<file path="src/rtl/fnd_button_ctrl.sv">
// fnd_button_ctrl: synchronises and debounces three front-panel buttons and
// turns debounced presses into the mode / display-enable levels and a
// one-cycle clear request for the clock/FND top level.
// Optional feature macro: FND_BTN_LONG_PRESS_EN. When defined, the clear
// request fires only after the button has been held for LONG_PRESS_CYCLES;
// when undefined, every debounced clear press yields one pulse.
module fnd_button_ctrl #(
  parameter int unsigned DEBOUNCE_CYCLES   = 1_000_000,
  parameter int unsigned LONG_PRESS_CYCLES = 200_000_000
) (
  input  logic i_clk,
  input  logic i_reset,
  input  logic i_btn_mode,
  input  logic i_btn_onOff,
  input  logic i_btn_clear,
  output logic o_mode,
  output logic o_onOff,
  output logic o_clear_pulse
);

  localparam int unsigned NB      = 3;   // bit 0 mode, bit 1 onOff, bit 2 clear
  localparam int unsigned BTN_M   = 0;
  localparam int unsigned BTN_O   = 1;
  localparam int unsigned BTN_C   = 2;
  localparam int unsigned DB_W    = $clog2(DEBOUNCE_CYCLES);
  localparam logic [DB_W-1:0] DB_LAST = DB_W'(DEBOUNCE_CYCLES - 1);

  // Both counts must be at least 2 for the counters to be meaningful.
  if (DEBOUNCE_CYCLES < 2 || LONG_PRESS_CYCLES < 2) begin : g_param_check
    $error("fnd_button_ctrl: DEBOUNCE_CYCLES and LONG_PRESS_CYCLES must be >= 2");
  end

  logic [NB-1:0]           sync1_q, sync2_q;
  logic [NB-1:0]           db_q, db_d, db_dly_q, press_q;
  logic [NB-1:0][DB_W-1:0] cnt_q, cnt_d;
  logic                    mode_q, onoff_q, clear_q;

  // Debounce next state: accept a new level only after DEBOUNCE_CYCLES disagreeing samples.
  always_comb begin
    db_d  = db_q;
    cnt_d = '0;
    for (int i = 0; i < int'(NB); i++) begin
      if (sync2_q[i] != db_q[i]) begin
        if (cnt_q[i] == DB_LAST) begin
          db_d[i] = sync2_q[i];
        end else begin
          cnt_d[i] = cnt_q[i] + DB_W'(1);
        end
      end
    end
  end

  // Two-flop synchroniser, debounce registers and registered rising-edge detect.
  always_ff @(posedge i_clk) begin
    if (i_reset) begin
      sync1_q  <= '0;
      sync2_q  <= '0;
      db_q     <= '0;
      cnt_q    <= '0;
      db_dly_q <= '0;
      press_q  <= '0;
    end else begin
      sync1_q  <= {i_btn_clear, i_btn_onOff, i_btn_mode};
      sync2_q  <= sync1_q;
      db_q     <= db_d;
      cnt_q    <= cnt_d;
      db_dly_q <= db_q;
      press_q  <= db_q & ~db_dly_q;
    end
  end

  // Mode and display-enable levels toggle once per debounced press.
  always_ff @(posedge i_clk) begin
    if (i_reset) begin
      mode_q  <= 1'b0;
      onoff_q <= 1'b0;
    end else begin
      if (press_q[BTN_M]) mode_q  <= ~mode_q;
      if (press_q[BTN_O]) onoff_q <= ~onoff_q;
    end
  end

`ifdef FND_BTN_LONG_PRESS_EN
  localparam int unsigned HOLD_W = $clog2(LONG_PRESS_CYCLES);
  localparam logic [HOLD_W-1:0] HOLD_LAST = HOLD_W'(LONG_PRESS_CYCLES - 1);

  typedef enum logic [1:0] {
    ST_REL   = 2'd0,
    ST_HOLD  = 2'd1,
    ST_FIRED = 2'd2
  } clr_state_e;

  clr_state_e          state_q;
  logic [HOLD_W-1:0]   hold_cnt_q;

  // Long-press FSM: one clear pulse per hold; the counter stops at its last value.
  always_ff @(posedge i_clk) begin
    if (i_reset) begin
      state_q    <= ST_REL;
      hold_cnt_q <= '0;
      clear_q    <= 1'b0;
    end else begin
      clear_q <= 1'b0;
      case (state_q)
        ST_REL: begin
          if (press_q[BTN_C]) begin
            state_q    <= ST_HOLD;
            hold_cnt_q <= '0;
          end
        end
        ST_HOLD: begin
          if (!db_q[BTN_C]) begin
            state_q <= ST_REL;
          end else if (hold_cnt_q == HOLD_LAST) begin
            state_q <= ST_FIRED;
            clear_q <= 1'b1;
          end else begin
            hold_cnt_q <= hold_cnt_q + HOLD_W'(1);
          end
        end
        ST_FIRED: begin
          if (!db_q[BTN_C]) state_q <= ST_REL;
        end
        default: state_q <= ST_REL;
      endcase
    end
  end
`else
  // Clear request follows every debounced press, same latency as mode.
  always_ff @(posedge i_clk) begin
    if (i_reset) clear_q <= 1'b0;
    else         clear_q <= press_q[BTN_C];
  end
`endif

  assign o_mode        = mode_q;
  assign o_onOff       = onoff_q;
  assign o_clear_pulse = clear_q;

endmodule

</file>
<file path="config.mk">
export PLATFORM = sky130hd
export DESIGN_NAME = fnd_button_ctrl
export DESIGN_NICKNAME = d
export VERILOG_FILES = /design/src/rtl/fnd_button_ctrl.sv
export SDC_FILE = /design/constraint.sdc
export NUM_CORES = 1
export LEC_CHECK = 0
export CORE_MARGIN = 4
export CORE_UTILIZATION = 50
export DETAILED_ROUTE_END_ITERATION = 10
export PLACE_DENSITY_LB_ADDON = 0.08
export SETUP_SLACK_MARGIN = 0.5
export SYNTH_ARGS = -nofsm -noshare
export SYNTH_HDL_FRONTEND = slang
export SYNTH_SLANG_ARGS = --single-unit
</file>
<file path="constraint.sdc">
create_clock -name i_clk -period 3 [get_ports i_clk]
set_input_delay 0.45 -clock i_clk [delete_from_list [all_inputs] [get_ports i_clk]]
set_output_delay 0.45 -clock i_clk [all_outputs]
set_load 0.03 [all_outputs]
</file>
==> results of run 1 <==
[per-stage QoR]
step	util	instances	hold slack [ns]	setup slack [ns]	total power (W)
2_1_floorplan	-	363	0.367	1.02	0.00108
3_3_place_gp	0.534	438	0.372	0.943	0.00109
3_5_place_dp	0.534	438	0.379	0.913	0.00109
4_1_cts	0.564	453	0.391	0.897	0.00185
5_1_grt	0.564	453	0.396	0.763	0.00189
6_report	0.564	453	0.388	0.893	0.00182
[cells by family (layout without fill, tap and decap cells)]
family,count (synthesis),after routing,synth area share
xor gates and xnor gates,41,41,0.111
AOI/OAI and AO/OA,45,45,0.0766
buffers and inverters,25,38,0.0310
DFF,78,78,0.483
adders and majority gates,3,3,0.0116
and+or+nand+nor,171,171,0.287
[final timing paths]
check	startpoint	endpoint	cells past startpoint
min reg2reg	db_dly_q[2]$_SDFF_PP0_	press_q[2]$_SDFF_PP0_	1
min	db_dly_q[2]$_SDFF_PP0_	press_q[2]$_SDFF_PP0_	1
max reg2reg	cnt_q[20]$_SDFF_PP0_	cnt_q[38]$_SDFF_PP0_	5
max	cnt_q[20]$_SDFF_PP0_	cnt_q[38]$_SDFF_PP0_	5
[per-layer routing]
metal  wire length (um)  part of all wire  GRT usage
met3                111             0.020     0.0307
met2               2480              0.45      0.242
met1               2810              0.51      0.212
met5                  0                 0          0
met4                 97             0.018     0.0742
[layout by cell type, fill, tap and decap left out]
master,synthesis,routed
xor2_1,17,17
or3_1,14,14
clkbuf_1,7,1
buf_4,0,3
nand3_1,21,21
xnor2_1,24,24
o31ai_1,9,9
nand4_1,12,12
nor2b_1,14,14
and4_1,4,4
dfxtp_1,78,78
nand3_2,1,1
o21ai_1,2,3
bufinv_16,0,1
o21ai_0,13,12
nor4_1,6,6
or3b_2,1,1
clkdlybuf4s50_1,0,7
ha_1,3,3
inv_1,13,13
a21oi_1,21,21
and2_1,5,5
nand2_1,17,17
or4_1,14,14
clkinvlp_4,0,3
nor3b_1,1,1
or4b_1,3,3
nor2_1,48,48
nor4bb_1,1,1
clkbuf_8,0,9
and3_1,3,3
clkinv_4,0,1
nand4b_1,1,1
nor3_1,5,5
[critical path, cell delays in order (launching register included)]
cell and delay (ns):
dfxtp_1 0.39, ha_1 0.24, nand3_1 0.13, or4_1 0.65, or4_1 0.50, a21oi_1 0.14
[final cells by class]
cell class                      count  area, sq um
Clock inverter                      5         61.3
Multi-Input combinational cell    260         1570
Clock buffer                       10          128
Inverter                           13         48.8
Sequential cell                    78         1560
Tap cell                           77         96.3
Timing Repair Buffer               10         92.6
Fill cell                         587         2750
[sequential cells by signal (all words and copies together), names as in the netlist]
name and count:
o_onOff 1, press_q 3, db_q 3, sync2_q 3, cnt_q 60, o_clear_pulse 1
o_mode 1, sync1_q 3, db_dly_q 3
[power breakdown]
| group | switching, W | internal, W |
|---|---|---|
| Clock | 0.000371 | 0.000381 |
| Combinational | 0.0000132 | 0.0000102 |
| Sequential | 0.00000262 | 0.00104 |
| Total | 0.000387 | 0.00143 |
==> summary.md, run 1 <==
| Metric | Value |
|---|---|
| Outcome | `completed` |
| Resized cells post-CTS | `0` |
| CTS H-tree depth | `3` |
| # Post-CTS Setup Buffers | `0` |
| Syn_nets | `371` |
| Die Height | `88.4 um` |
| Share of cells above drive strength 1 | `0.0505` |
| Top-area cell type share of the netlist area | `0.483` |
| Crit Path Class | `flop to flop` |
| Fraction of registers with async set/reset | `0` |
| CTS Hold Bufs | `0` |
| Avg Cell Area, Syn | `8.91 sq um` |
| Gr usage total | `0.157` |
| Setup TNS | `0 ns` |
| Peak VDD IR | `0.291 mV` |
| Top-count cell post-synth | `dfxtp_1` |
| Post-synthesis sequential area ratio | `0.483` |
| Routed vias/inst | `5.40` |
| Tmin final | `2.11 ns` |
| Initial Util | `0.512` |
| I/O Buffers | `7` |
| Synth Cell Area | `3230 sq um` |
| Worst hold path type | `flop to flop` |
| Synth warnings | `0` |
| Cell area after placement | `3370 sq um` |
| Leading area contributor after synthesis | `dfxtp_1` |
| Antenna-violating nets left | `0` |
| CTS tree | `done` |
| DRC Markers | `0` |
| RSZ-0062 raised after global routing | `no` |
| Clock slew at reported path FFs | `0.08 ns` |
| Worst EP required | `3.28 ns` |
| Most used DFF post-synth | `dfxtp_1` |
| Diode count | `0` |
| Clock Tree Buf Depth | `2` |
| Post-DR wirelength/cell | `12.1 um` |
| Ranking of synthesized cells by area | `dfxtp_1 (48%), xnor2_1 (6.5%), nor2_1 (5.6%)` |
| P_leak | `1.05 nW` |
| Area grow syn2layout | `10.1%` |
| CTS buffer count | `9` |
| Setup violators final | `0` |
| Drt initial violations | `between 90 and 100` |
| Critical path startpoint category | `flop` |
| Nets | `380` |
| Fin area | `3560 sq um` |
| Clk Latency, worst-skew pair | `0.34 ns` |
| Final wirelength | `approximately 5.5 mm` |
| Initial antenna violation count | `0` |
| Via count | `about 2,400` |
| Number of synthesized flops with an enable pin | `0` |
| Die Footprint | `between 7000 and 8000 sq um` |
| Power per cell area | `around 510 nW/um^2` |
| Global-route wire length before repair | `9.69 mm` |
| F_max | `~470 MHz` |
| Vias in the first global route | `2,202` |
| Synth cell types | `30` |
| Dpl hpwl | `3.77 mm` |
| Number of max-cap violations | `0` |
| GRT Residual Overflow | `0` |
| Die X | `88.4 um` |
| Final Hold Fails | `0` |
| Crit. End Element | `flop` |
| Post-synthesis sequential element count | `between 70 and 80` |
| Crit path DAT | `2.38 ns` |
| Commonest cells post-synth | `dfxtp_1 (78), nor2_1 (48), xnor2_1 (24), a21oi_1 (21), nand3_1 (21)` |
| CP max FO | `7` |
| CORE AREA | `6310 sq um` |
| Worst slew pin tran | `around 0.63 ns` |
| Final Wtd Congestion | `about 0.80` |
| Clk sinks | `78` |
| Clk_skew | `between 0.007 and 0.008 ns` |
| Reg2Reg Setup Slack | `0.89 ns` |
| Slew Limit Fails | `0` |
| Largest net degree at the start of global routing | `21` |
| Fin crit share | `0.702` |
| Initial DRT Pass Iterations | `4` |
| Site row count | `29` |
| CTS root buffer | `clkbuf_8` |
| Synthesized instance count | `363` |
| Max_slew headroom | `0.578` |
| I/O pins | `8` |
No activity file was read; power rests on OpenSTA's default activity.
==> run 2: changes to the inputs <==
clock period = 1.91 ns   (was 3 ns; I/O delays follow)
==> run 2 against run 1 <==
The run now ends with setup timing left; clock power rose by 76%; hold slack got worse by 0.0081 ns; flip-flop and latch count did not move; clock-buffer cell count did not move; register-to-register slack got worse by 0.91 ns; global-route usage rose by 3.3 points; maximum frequency rose by 9.2%; power rose by 65%; via count rose by 12%.
==> summary.md, run 2 (synthesized netlist as in run 1, its figures left out) <==
| Metric | Value |
|---|---|
| Outcome | `finished, violations left` |
| Failing checks | `setup timing` |
| Final Wtd Congestion | `0.815 (+2.3%)` |
| Share of cells above drive strength 1 | `0.279 (+0.228)` |
| Clock Tree Buf Depth | `2 (unchanged)` |
| Worst slew pin tran | `0.424 ns (-0.206 ns)` |
| Slew Limit Fails | `0 (unchanged)` |
| Area grow syn2layout | `32.7%` |
| Via count | `2,729 (+12%)` |
| Dpl cells | `466 (+6.4%)` |
| Number of max-cap violations | `0 (unchanged)` |
| Final WS setup | `-0.0198 ns (-0.913 ns)` |
| F_max | `518 MHz (+9.2%)` |
| Die X | `88.4 um (unchanged)` |
| P_leak | `1.39 nW (+33%)` |
| Commonest non-fill, non-tap cell in the layout | `dfxtp_1` |
| Slowest stage delay, CP | `0.57 ns (-0.08 ns)` |
| CTS H-tree depth | `3 (unchanged)` |
| Setup violators final | `2 (+2)` |
| Initial DRT Pass Iterations | `5 (+1)` |
| Fin crit share | `1.01 (+0.308)` |
| CTS tree | `done` |
| Clk_skew | `0.0127 ns (+0.00520 ns)` |
| I/O pins | `8 (unchanged)` |
| Die Footprint | `7820 sq um (unchanged)` |
| Die Height | `88.4 um (unchanged)` |
| CP max FO | `3 (-4)` |
| Post-DR wirelength/cell | `14.0 um (+15%)` |
| Nets | `430 (+13%)` |
| Largest register by flop count | `cnt_q` |
| CORE AREA | `6310 sq um (unchanged)` |
| Dpl hpwl | `4.17 mm (+11%)` |
| WP buf/inv | `0 (unchanged)` |
| CTS Hold Bufs | `0 (unchanged)` |
| Routed vias/inst | `5.41 (+0.24%)` |
| Clock slew at reported path FFs | `0.08 ns (about the same)` |
| Critical-path top delay cell | `or4_4` |
| Crit Path Class | `flop to flop` |
| Tmin final | `1.93 ns (-0.177 ns)` |
| Site row count | `29 (unchanged)` |
| Antenna-violating nets left | `0 (unchanged)` |
| Total power | `0.00300 W (+65%)` |
| Worst hold path type | `flop to flop` |
| Drt initial violations | `117 (+21%)` |
| RSZ-0062 raised after global routing | `yes` |
| Cell Chain, Critical Path | `or4b_1 > or4_4 > or3_1 > a21oi_2` |
| Power per cell area | `700 nW/um^2 (+37%)` |
| Clk Latency, worst-skew pair | `0.34 ns (about the same)` |
| Diode count | `0 (unchanged)` |
| CTS buffer count | `9 (unchanged)` |
| Post-Place Setup Slack | `-0.0119 ns (-0.924 ns)` |
| CTS root buffer | `clkbuf_8` |
| Global-route wire length before repair | `11.5 mm (+19%)` |
| Critical path startpoint category | `flop` |
| CP delay by family, top | `simple AND/OR/NAND/NOR gates` |
| Worst EP required | `2.19 ns (-1.09 ns)` |
| Final wirelength | `7.04 mm (+28%)` |
| Crit. End Element | `flop` |
| Vias in the first global route | `2,484 (+13%)` |
| Crit path DAT | `2.21 ns (-0.17 ns)` |
| Peak VDD IR | `0.473 mV (+63%)` |
| Initial Util | `0.512 (unchanged)` |
| Initial antenna violation count | `0 (unchanged)` |
| DRC Markers | `0 (unchanged)` |
| Clk sinks | `78 (unchanged)` |
| Largest net degree at the start of global routing | `21 (unchanged)` |
| I/O Buffers | `7 (unchanged)` |
| GRT Residual Overflow | `0 (unchanged)` |
| Final Hold Fails | `0 (unchanged)` |
| Layout Cells excl Fill | `504 (+11%)` |
| Max_slew headroom | `0.715 (+0.136)` |
| Largest register FFs | `60 (unchanged)` |
| Gr usage total | `0.190 (+0.0328)` |
| Commonest non-fill, non-tap cells in the layout | `dfxtp_1 (61), buf_4 (41), nor2_1 (40)` |
[run 2: cell types whose count changed in the layout (fill, tap and decap cells not counted), sizes merged]
cell,before,now
clkdlybuf4s15,0,2
bufinv,1,2
dlygate4sd2,0,1
clkinvlp,3,1
buf,3,53
clkinv,1,3
clkdlybuf4s50,7,4
[run 2: routing by layer]
layer  up-vias  track usage  wire length, um
li1       1387            -                -
met1      1272        0.250             3340
met2        49        0.293             3260
met3        21       0.0493              243
met4         0       0.0838              191
met5         -            0                0
[run 2: cell type report]
type | count | area, sq um
Fill cell | 478 | 2020
Multi-Input combinational cell | 260 | 1790
Sequential cell | 78 | 1610
Timing Repair Buffer | 60 | 531
Clock buffer | 10 | 128
Tap cell | 77 | 96.3
Clock inverter | 6 | 86.3
Inverter | 13 | 48.8
[run 2: worst paths after layout]
kind | end | slack [ns] | start | cells past startpoint
worst max register to register | db_q[0]$_SDFFE_PP0P_ | -0.02 | cnt_q[11]$_SDFF_PP0_ | 4
worst min-delay path | press_q[0]$_SDFF_PP0_ | 0.38 | db_dly_q[0]$_SDFF_PP0_ | 1
worst min register to register | press_q[0]$_SDFF_PP0_ | 0.38 | db_dly_q[0]$_SDFF_PP0_ | 1
worst max-delay path | db_q[0]$_SDFFE_PP0P_ | -0.02 | cnt_q[11]$_SDFF_PP0_ | 4
[run 2: per-stage QoR]
| step | instance area [sq um] | hold slack (ns) | setup TNS [ns] | utilization |
|---|---|---|---|---|
| floorplan | 3330 | 0.358 | 0 | - |
| global placement | 3680 | 0.372 | 0 | 0.582 |
| detailed placement | 3680 | 0.374 | -0.0119 | 0.582 |
| CTS | 4130 | 0.386 | -0.0991 | 0.654 |
| global route | 4290 | 0.396 | -1.62 | 0.680 |
| finish | 4290 | 0.380 | -0.0323 | 0.680 |
[run 2: where the power goes]
part | total, W | switching (W) | internal (W)
Clock | 0.00132 | 0.000589 | 0.000734
Sequential | 0.00162 | 0.00000483 | 0.00162
Combinational | 0.0000556 | 0.0000283 | 0.0000273
Total | 0.00300 | 0.000622 | 0.00238
[run 2: what timing repair did]
item / 4_1_cts / 5_1_grt
buffers inserted: 14 / 5
hold endpoints to repair: 0 / 0
cloned: 3 / 0
endpoints found under the setup margin: 66 / 64
gates resized for setup: 37 / 31
pin swaps: 17 / 13
==> run 3: changes to the inputs <==
CTS_BUF_LIST = sky130_fd_sc_hd__clkbuf_4 sky130_fd_sc_hd__clkbuf_8   (was not set)
==> run 3 against run 2 <==
The flow still finishes with violations (setup timing); sequential power barely moved; core utilization shrank 0.079 points; hold slack better by 0.0022 ns; flip-flop and latch count unchanged; critical path depth is the same; combinational power about the same; critical path type unchanged; clock-buffer cell count stayed put; clock skew is 0.0025 ns higher; largest cell class unchanged; first-iteration DRC count rose by 8.5%.
==> summary.md, run 3 (synthesized netlist as in run 1, its figures left out) <==
| Metric | Value |
|---|---|
| CTS tree | `done` |
| Die Height | `88.4 um (unchanged)` |
| Final Wtd Congestion | `0.815 (unchanged)` |
| Crit. End Element | `flop` |
| Setup violators final | `2 (unchanged)` |
| Crit path from | `cnt_q[11]$_SDFF_PP0_` |
| Final core utilization | `0.679 (-0.000793)` |
| GRT busiest layer | `met2` |
| Critical-path top delay cell | `or4_4` |
| Peak VDD IR | `0.475 mV (+0.39%)` |
| I/O Buffers | `7 (unchanged)` |
| Clk Latency, worst-skew pair | `0.35 ns (about the same)` |
| Fill cells | `487 (+1.9%)` |
| Slew Limit Fails | `0 (unchanged)` |
| Largest register FFs | `60 (unchanged)` |
| I/O pins | `8 (unchanged)` |
| Cell area after placement | `3680 sq um (unchanged)` |
| Final Hold Fails | `0 (unchanged)` |
| F_max | `517 MHz (-0.25%)` |
| Routed vias/inst | `5.38 (-0.65%)` |
| Worst slew pin tran | `0.424 ns (+0.0000482 ns)` |
| Reg2Reg Setup Slack | `-0.02 ns (about the same)` |
| Fin area | `4290 sq um (-0.12%)` |
| DRC Markers | `0 (unchanged)` |
| Tmin final | `1.93 ns (+0.00481 ns)` |
| Crit Path Class | `flop to flop` |
| Worst setup path end | `db_q[0]$_SDFFE_PP0P_` |
| Grt met1 use | `0.252 (+0.00173)` |
| Commonest non-fill, non-tap cell in the layout | `dfxtp_1` |
| Nets | `429 (-0.23%)` |
| CTS root buffer | `clkbuf_8` |
| RSZ-0062 raised after global routing | `yes` |
| Slowest stage delay, CP | `0.57 ns (about the same)` |
| Via count | `2,706 (-0.84%)` |
| CTS buffer count | `9 (unchanged)` |
| Dpl cells | `466 (unchanged)` |
| Critical path startpoint category | `flop` |
| Worst hold path type | `flop to flop` |
| Cells on worst reg2reg path | `4 (unchanged)` |
| Worst EP required | `2.19 ns (about the same)` |
| Vias in the first global route | `2,494 (+0.40%)` |
| Final wirelength | `7.09 mm (+0.74%)` |
| Crit path DAT | `2.22 ns (about the same)` |
| Cell count along the critical path | `4 (unchanged)` |
| Post-DR wirelength/cell | `14.1 um (+0.94%)` |
| Antenna-violating nets left | `0 (unchanged)` |
| CP delay by family, top | `simple AND/OR/NAND/NOR gates` |
| Largest register by flop count | `cnt_q` |
| Clock slew at reported path FFs | `0.08 ns (about the same)` |
| Fin crit share | `1.01 (+0.00252)` |
| FF-to-FF End | `db_q[0]$_SDFFE_PP0P_` |
| WP buf/inv | `0 (unchanged)` |
| Initial Util | `0.512 (unchanged)` |
| Max_slew headroom | `0.715 (about the same)` |
| Clk_skew | `0.0152 ns (+0.00252 ns)` |
| Die Footprint | `7820 sq um (unchanged)` |
| Share of cells above drive strength 1 | `0.286 (+0.00770)` |
| CORE AREA | `6310 sq um (unchanged)` |
| Die X | `88.4 um (unchanged)` |
| Drt initial violations | `127 (+8.5%)` |
| GR met2 Demand/Resource | `0.293 (unchanged)` |
| Failing checks | `setup timing` |
| RR Startpoint | `cnt_q[11]$_SDFF_PP0_` |
| Clock Tree Buf Depth | `2 (unchanged)` |
| Number of max-cap violations | `0 (unchanged)` |
| Initial antenna violation count | `0 (unchanged)` |
| P_leak | `1.39 nW (-0.11%)` |
| CP max FO | `3 (unchanged)` |
| Initial DRT Pass Iterations | `4 (-1)` |
| Gr usage total | `0.192 (+0.00233)` |
| CTS H-tree depth | `3 (unchanged)` |
| GRT Residual Overflow | `0 (unchanged)` |
| Global-route wire length before repair | `11.6 mm (+0.42%)` |
| CTS Hold Bufs | `0 (unchanged)` |
| Layout Cells excl Fill | `503 (-0.20%)` |
| Fin Hold WS | `0.382 ns (+0.00219 ns)` |
| Clk sinks | `78 (unchanged)` |
| Site row count | `29 (unchanged)` |
| Final WS setup | `-0.0246 ns (-0.00481 ns)` |
| Area grow syn2layout | `32.5%` |
| Power per cell area | `707 nW/um^2 (+1.1%)` |
| Cell Chain, Critical Path | `or4b_1 > or4_4 > or3_1 > a21oi_2` |
| Diode count | `0 (unchanged)` |
| Met3 usage | `0.0559 (+0.00652)` |
| Outcome | `finished, violations left` |
| Dpl hpwl | `4.17 mm (unchanged)` |
| Commonest non-fill, non-tap cells in the layout | `dfxtp_1 (61), buf_4 (41), nor2_1 (40)` |
| Largest net degree at the start of global routing | `21 (unchanged)` |
## run 3: how the worst min path moves through the flow
stage                     depth (start not counted)                  endpoint              startpoint
after detailed placement                          1     press_q[2]$_SDFF_PP0_  db_dly_q[2]$_SDFF_PP0_
final                                             1     press_q[0]$_SDFF_PP0_  db_dly_q[0]$_SDFF_PP0_
after floorplan                                   1  o_clear_pulse$_SDFF_PP0_                 i_reset
after CTS                                         1     press_q[0]$_SDFF_PP0_  db_dly_q[0]$_SDFF_PP0_
after global routing                              1     press_q[0]$_SDFF_PP0_  db_dly_q[0]$_SDFF_PP0_
after global placement                            1     press_q[2]$_SDFF_PP0_  db_dly_q[2]$_SDFF_PP0_
## run 3: routing by layer
metal / vias to the layer above / routed length, um
li1: 1386 / -
met1: 1259 / 3430
met2: 43 / 3270
met3: 18 / 227
met4: 0 / 159
met5: - / 0
## run 3: cell type report
type | instances | area, sq um | share of cell area
Clock buffer | 10 | 131 | 0.0307
Clock inverter | 6 | 86.3 | 0.0201
Inverter | 13 | 48.8 | 0.0114
Multi-Input combinational cell | 260 | 1800 | 0.420
Sequential cell | 78 | 1610 | 0.375
Tap cell | 77 | 96.3 | 0.0225
Timing Repair Buffer | 59 | 514 | 0.120
## run 3: per-stage QoR
step | total power [W] | setup TNS [ns] | setup WS, ns
floorplan | 0.00170 | 0 | 0.0690
global placement | 0.00172 | 0 | 0.0417
finish | 0.00303 | -0.0417 | -0.0246
global route | 0.00316 | -1.62 | -0.0716
detailed placement | 0.00172 | -0.0119 | -0.0119
CTS | 0.00306 | -0.0991 | -0.0373
## run 3: where the power goes
group          leakage, nW  internal, W  switching [W]
clock                0.110     0.000748       0.000604
combinational        0.640    0.0000273      0.0000285
sequential           0.641      0.00162     0.00000483
total                 1.39      0.00239       0.000637
## run 3: timing repair
action                                  4_1_cts  5_1_grt
endpoints found under the hold margin         0        0
pin swaps                                    17       10
endpoints found under the setup margin       66       64
setup buffers                                14        4
gates resized for setup                      37       33
gates cloned                                  3        0
==> variant 1 (config.mk and constraints of run 2) <==
Add an input register stage for `i_btn_clear`; this delays it by one clock. The other inputs are not delayed to match.
--- a/src/rtl/fnd_button_ctrl.sv
+++ b/src/rtl/fnd_button_ctrl.sv
@@ -26,2 +26,8 @@
   localparam logic [DB_W-1:0] DB_LAST = DB_W'(DEBOUNCE_CYCLES - 1);
+
+  logic i_btn_clear_q;
+
+  always_ff @(posedge i_clk) begin
+    i_btn_clear_q <= i_btn_clear;
+  end
 
@@ -62,3 +68,3 @@
     end else begin
-      sync1_q  <= {i_btn_clear, i_btn_onOff, i_btn_mode};
+      sync1_q  <= {i_btn_clear_q, i_btn_onOff, i_btn_mode};
       sync2_q  <= sync1_q;
Behaviour: no difference found for any inputs over 10 cycles, from zero or initial values and one cycle with i_reset high; that may be too few to reach the edited logic, so the function may still have changed.
==> variant 1 against run 2 <==
The flow still finishes with violations (negative setup slack). Combinational power is 2% higher. Routed wire length is 4.7% lower. Design area fell by 2.0%. Cell count is 1.2% lower. Total power is 5.8% lower. Utilization down 1.7 points. Clock power shrank 15%. Count of clock-buffer cells in the layout fell by 1. Setup slack gained 0.83 ps. Area after synthesis rose by 0.62%. Hold slack improved by 1.5 ps. Sequential cell count rose by 1. First-iteration DRC count grew 1.7%. Maximum frequency barely moved.
==> variant 1: results (changes against run 2) <==
run_status:
  outcome: "finished, violations left"  # unchanged
  violations: "negative setup slack"  # unchanged
route:
  post_drt_wl_per_cell_um: 13.5  # was 14.0 µm
  dr_total_vias: 2697  # was 2729
  wl_met3_um: 223  # was 243 µm
  wl_met2_um: 3340  # was 3260 µm
  first_pass_iters: 4  # was 5
global_route:
  use_met2: 0.309  # was 0.293
  globalRouteMet3Util: 0.0540  # was 0.0493
  grtUsageTotal: 0.189  # was 0.190
synth:
  ys_seq_area_frac: 0.486  # was 0.483
  yosys-top-cells-count: "79 x dfxtp_1, 48 x nor2_1, 24 x xnor2_1"  # was 78 x dfxtp_1, 48 x nor2_1, 24 x xnor2_1
  netlist_top_cells_area: "dfxtp_1 49%, xnor2_1 6.5%, nor2_1 5.5%, xor2_1 4.6%, a21oi_1 3.2%"  # was dfxtp_1 48%, xnor2_1 6.5%, nor2_1 5.6%, xor2_1 4.6%, a21oi_1 3.3%
  syn_nets: 372  # was 371
sta:
  slew_headroom: 0.715  # about the same
  fin_skew_ps: 11.9  # was 12.7 ps
  worst_slack_ps: -19.0  # was -19.8 ps
  setup_viol: 9  # was 2
  setup_tns_ps: -69.2  # was -32.3 ps
worst_setup_path:
  cp-endpoint: "cnt_q[57]"  # was db_q[0]
  crit_start: "cnt_q[50]"  # was cnt_q[11]
  max_stage_delay_ps: 570  # about the same
  crit_arrival_ps: 2160  # was 2210 ps
  r2r_cells: 5  # was 4
  path_max_fanout: 8  # was 3
finish:
  fin_cells: 498  # was 504
  drive_gt1_frac: 0.304  # was 0.279
  nets: 424  # was 430
pwr:
  leakagePower_uw: 0.00134  # was 0.00139 µW
  p_sw_frac: 0.236  # was 0.207
  p_seq_frac: 0.584  # was 0.541
min_path:
  holdPathEnd: "i_btn_clear_q"  # was press_q[0]
  hold_path.class: "primary input to flop"  # was flop to flop
  min_from: "i_btn_clear"  # was db_dly_q[0]
place:
  dp.cells: 467  # was 466
  dp_hpwl_um: 4240  # was 4170 µm
  detailed_place.area_um2: 3680  # about the same
## variant 1: changes by cell type in the layout (fill, tap and decap cells not counted), moves of 2 or more
cell       delta
dfxtp_2       +7
nor2_4        -2
a21oi_1       -8
clkbuf_2      +2
buf_4         -4
nor2_2        +2
a21oi_2       +8
buf_6         -2
bufinv_16     -2
dfxtp_4       -4
dfxtp_1       -2
## variant 1: cells by family after synthesis
logic type / share of synthesized area
AOI/OAI and AO/OA: 0.0762
buffers and inverters: 0.0308
DFF: 0.486
and+or+nand+nor: 0.285
xor gates and xnor gates: 0.110
adders and majority gates: 0.0115
## variant 1: repair_timing
action                     4_1_cts  5_1_grt
resized for setup               54       19
buffers inserted                11        1
gates cloned                     3        0
hold endpoints to repair         0        0
pin swaps                       21        4
setup endpoints to repair       66       65
## variant 1: metrics by stage
| step | power (µW) | hold WS, ps | utilization |
|---|---|---|---|
| 6_report | 2830 | 382 | 0.662 |
| 5_1_grt | 2940 | 370 | 0.662 |
| 4_1_cts | 2870 | 363 | 0.652 |
| 3_5_place_dp | 1740 | 373 | 0.580 |
| 3_3_place_gp | 1740 | 372 | 0.580 |
| 2_1_floorplan | 1720 | 314 | - |
## variant 1: final cells by class
type                    count  area share
clock inverters             7      0.0137
well taps                  77      0.0229
inverters                  13      0.0116
flip-flops and latches     79       0.386
repair buffers             53       0.106
clock buffers               9      0.0295
multi-input cells         260       0.430
## variant 1: worst max-delay path: cells and delay by family, from the launching register on
kind | cells | cell delay, ps
simple gates | 2 | 1080
flops | 1 | 320
compound gates | 2 | 240
buf+inv | 1 | 170
==> variant 2 (config.mk and constraints of run 2) <==
Without the edit above. The option `FND_BTN_LONG_PRESS_EN` is turned on by a define.
--- a/src/rtl/fnd_button_ctrl.sv
+++ b/src/rtl/fnd_button_ctrl.sv
@@ -6,2 +6,4 @@
 // when undefined, every debounced clear press yields one pulse.
+`define FND_BTN_LONG_PRESS_EN
+
 module fnd_button_ctrl #(
Behaviour: no difference found for any inputs over 10 cycles, from zero or initial values and one cycle with i_reset high; that may be too few to reach the edited logic, so the function may still have changed.
==> variant 2 against run 2 <==
Design area grew 59%. Total power is 28% higher. Routed wire length rose by 75%. Sequential cell count increased by 30. Setup slack gained 200 ps. Hold slack gained 2.4 ps. Clock skew decreased by 5.6 ps. Area after synthesis rose by 49%. Maximum frequency up 12%. Clock power grew 15%.
==> variant 2: results (changes against run 2) <==
finish:
  nets: 651  # was 430
  drive_gt1_frac: 0.467  # was 0.279
  fin_cells: 776  # was 504
  fill_cells: 683  # was 478
synth:
  ys_seq_area_frac: 0.450  # was 0.483
  netlist_top_cells_area: "dfxtp_1 45%, nor2_1 7.3%, xnor2_1 5.6%, xor2_1 5.1%, nand3_1 3.3%"  # was dfxtp_1 48%, xnor2_1 6.5%, nor2_1 5.6%, xor2_1 4.6%, a21oi_1 3.3%
  syn_nets: 557  # was 371
  yosys-mux-area-fraction: 0.0104  # was 0
  ys_types: 46  # was 30
  synth-compound-area-share: 0.0953  # was 0.0766
  synthAdderAreaFrac: 0.0104  # was 0.0116
  synthXorXnorAreaFrac: 0.107  # was 0.111
  yosys-top-cells-count: "108 x dfxtp_1, 93 x nor2_1, 42 x nand2_1"  # was 78 x dfxtp_1, 48 x nor2_1, 24 x xnor2_1
pwr:
  irDropWorstVdd_uv: 386  # was 473 µV
  p_seq_frac: 0.582  # was 0.541
  internal_power_uw: 3000  # was 2380 µW
  leakagePower_uw: 0.00230  # was 0.00139 µW
  powerComb_uw: 78.6  # was 55.6 µW
sta:
  finalCriticalPeriod_ps: 1730  # was 1930 ps
  fin_skew_ps: 7.11  # was 12.7 ps
  worst_pin_slew_ps: 568  # was 424 ps
route:
  wl_met3_um: 528  # was 243 µm
  wl_met2_um: 6360  # was 3260 µm
  post_drt_wl_per_cell_um: 15.9  # was 14.0 µm
  wl_met1_um: 5250  # was 3340 µm
  drt_iter0_drc: 186  # was 117
  first_pass_iters: 5  # unchanged
  vias_per_cell: 5.67  # was 5.41
clock_network:
  cts-resized-gates: 103  # was 37
  cts.reportedPaths.clkPinSlew_ps: 100  # was 80 ps
  postCtsSetupBuffers: 48  # was 14
min_path:
  min_from: "i_reset"  # was db_dly_q[0]
  hold_path.class: "primary input to flop"  # was flop to flop
worst_setup_path:
  crit_start: "hold_cnt_q[6]"  # was cnt_q[11]
  path_max_fanout: 11  # was 3
  crit_arrival_ps: 2030  # was 2210 ps
global_route:
  grtUsageTotal: 0.218  # was 0.190
  grt_pass1_wl_um: 20000  # was 11500 µm
  first_global_vias: 4289  # was 2484
place:
  dp_hpwl_um: 6760  # was 4170 µm
  dp.cells: 693  # was 466
run_status:
  outcome: "complete, no violations"  # was finished, violations left
## variant 2: cell count changes after synthesis, sizes merged, moves of 10 or more
cell	before	now
a311oi	0	12
nand2	17	42
a31oi	0	10
nor3	5	24
and3	3	16
xor2	17	28
or4	14	1
nand3	22	32
dfxtp	78	108
nor2	48	93
## variant 2: per-stage QoR
| stage | worst slack [ps] | instance area (µm²) | util | power [µW] | hold WS (ps) |
|---|---|---|---|---|---|
| after CTS | 223 | 6400 | 0.690 | 3880 | 372 |
| after detailed placement | 160 | 5400 | 0.582 | 2360 | 376 |
| after floorplan | 291 | 5090 | - | 2350 | 367 |
| after global placement | 179 | 5400 | 0.582 | 2360 | 372 |
| after global routing | 82.4 | 6800 | 0.733 | 3980 | 377 |
| final | 181 | 6800 | 0.733 | 3840 | 382 |
## variant 2: path summary, 6_finish.rpt
check	to	cells past startpoint	slack, ps
worst min-delay path	o_onOff	2	380
worst max register to register	hold_cnt_q[14]	7	180
worst max-delay path	hold_cnt_q[14]	7	180
worst min register to register	press_q[2]	1	390
## variant 2: layout make-up
class | count | area, µm² | area share
multi-input combinational | 422 | 3340 | 0.490
sequential | 108 | 2280 | 0.335
timing repair buffer | 93 | 783 | 0.115
tap | 129 | 161 | 0.0237
clock buffer | 10 | 128 | 0.0188
clock inverter | 6 | 86.3 | 0.0127
inverter | 8 | 30.0 | 0.00441
## variant 2: worst reg2reg max path, cell delays in order (launching register included)
cell,delay (ps)
dfxtp_4,370
nand4_4,120
or4_4,580
o21ai_4,180
buf_12,150
buf_4,110
nor2_1,50
nor3_2,90
## variant 2: metal layers
layer,vias to the layer above,GRT usage
met4,0,0.0722
met1,2142,0.259
met2,98,0.386
met3,15,0.0498
li1,2145,-
met5,-,0
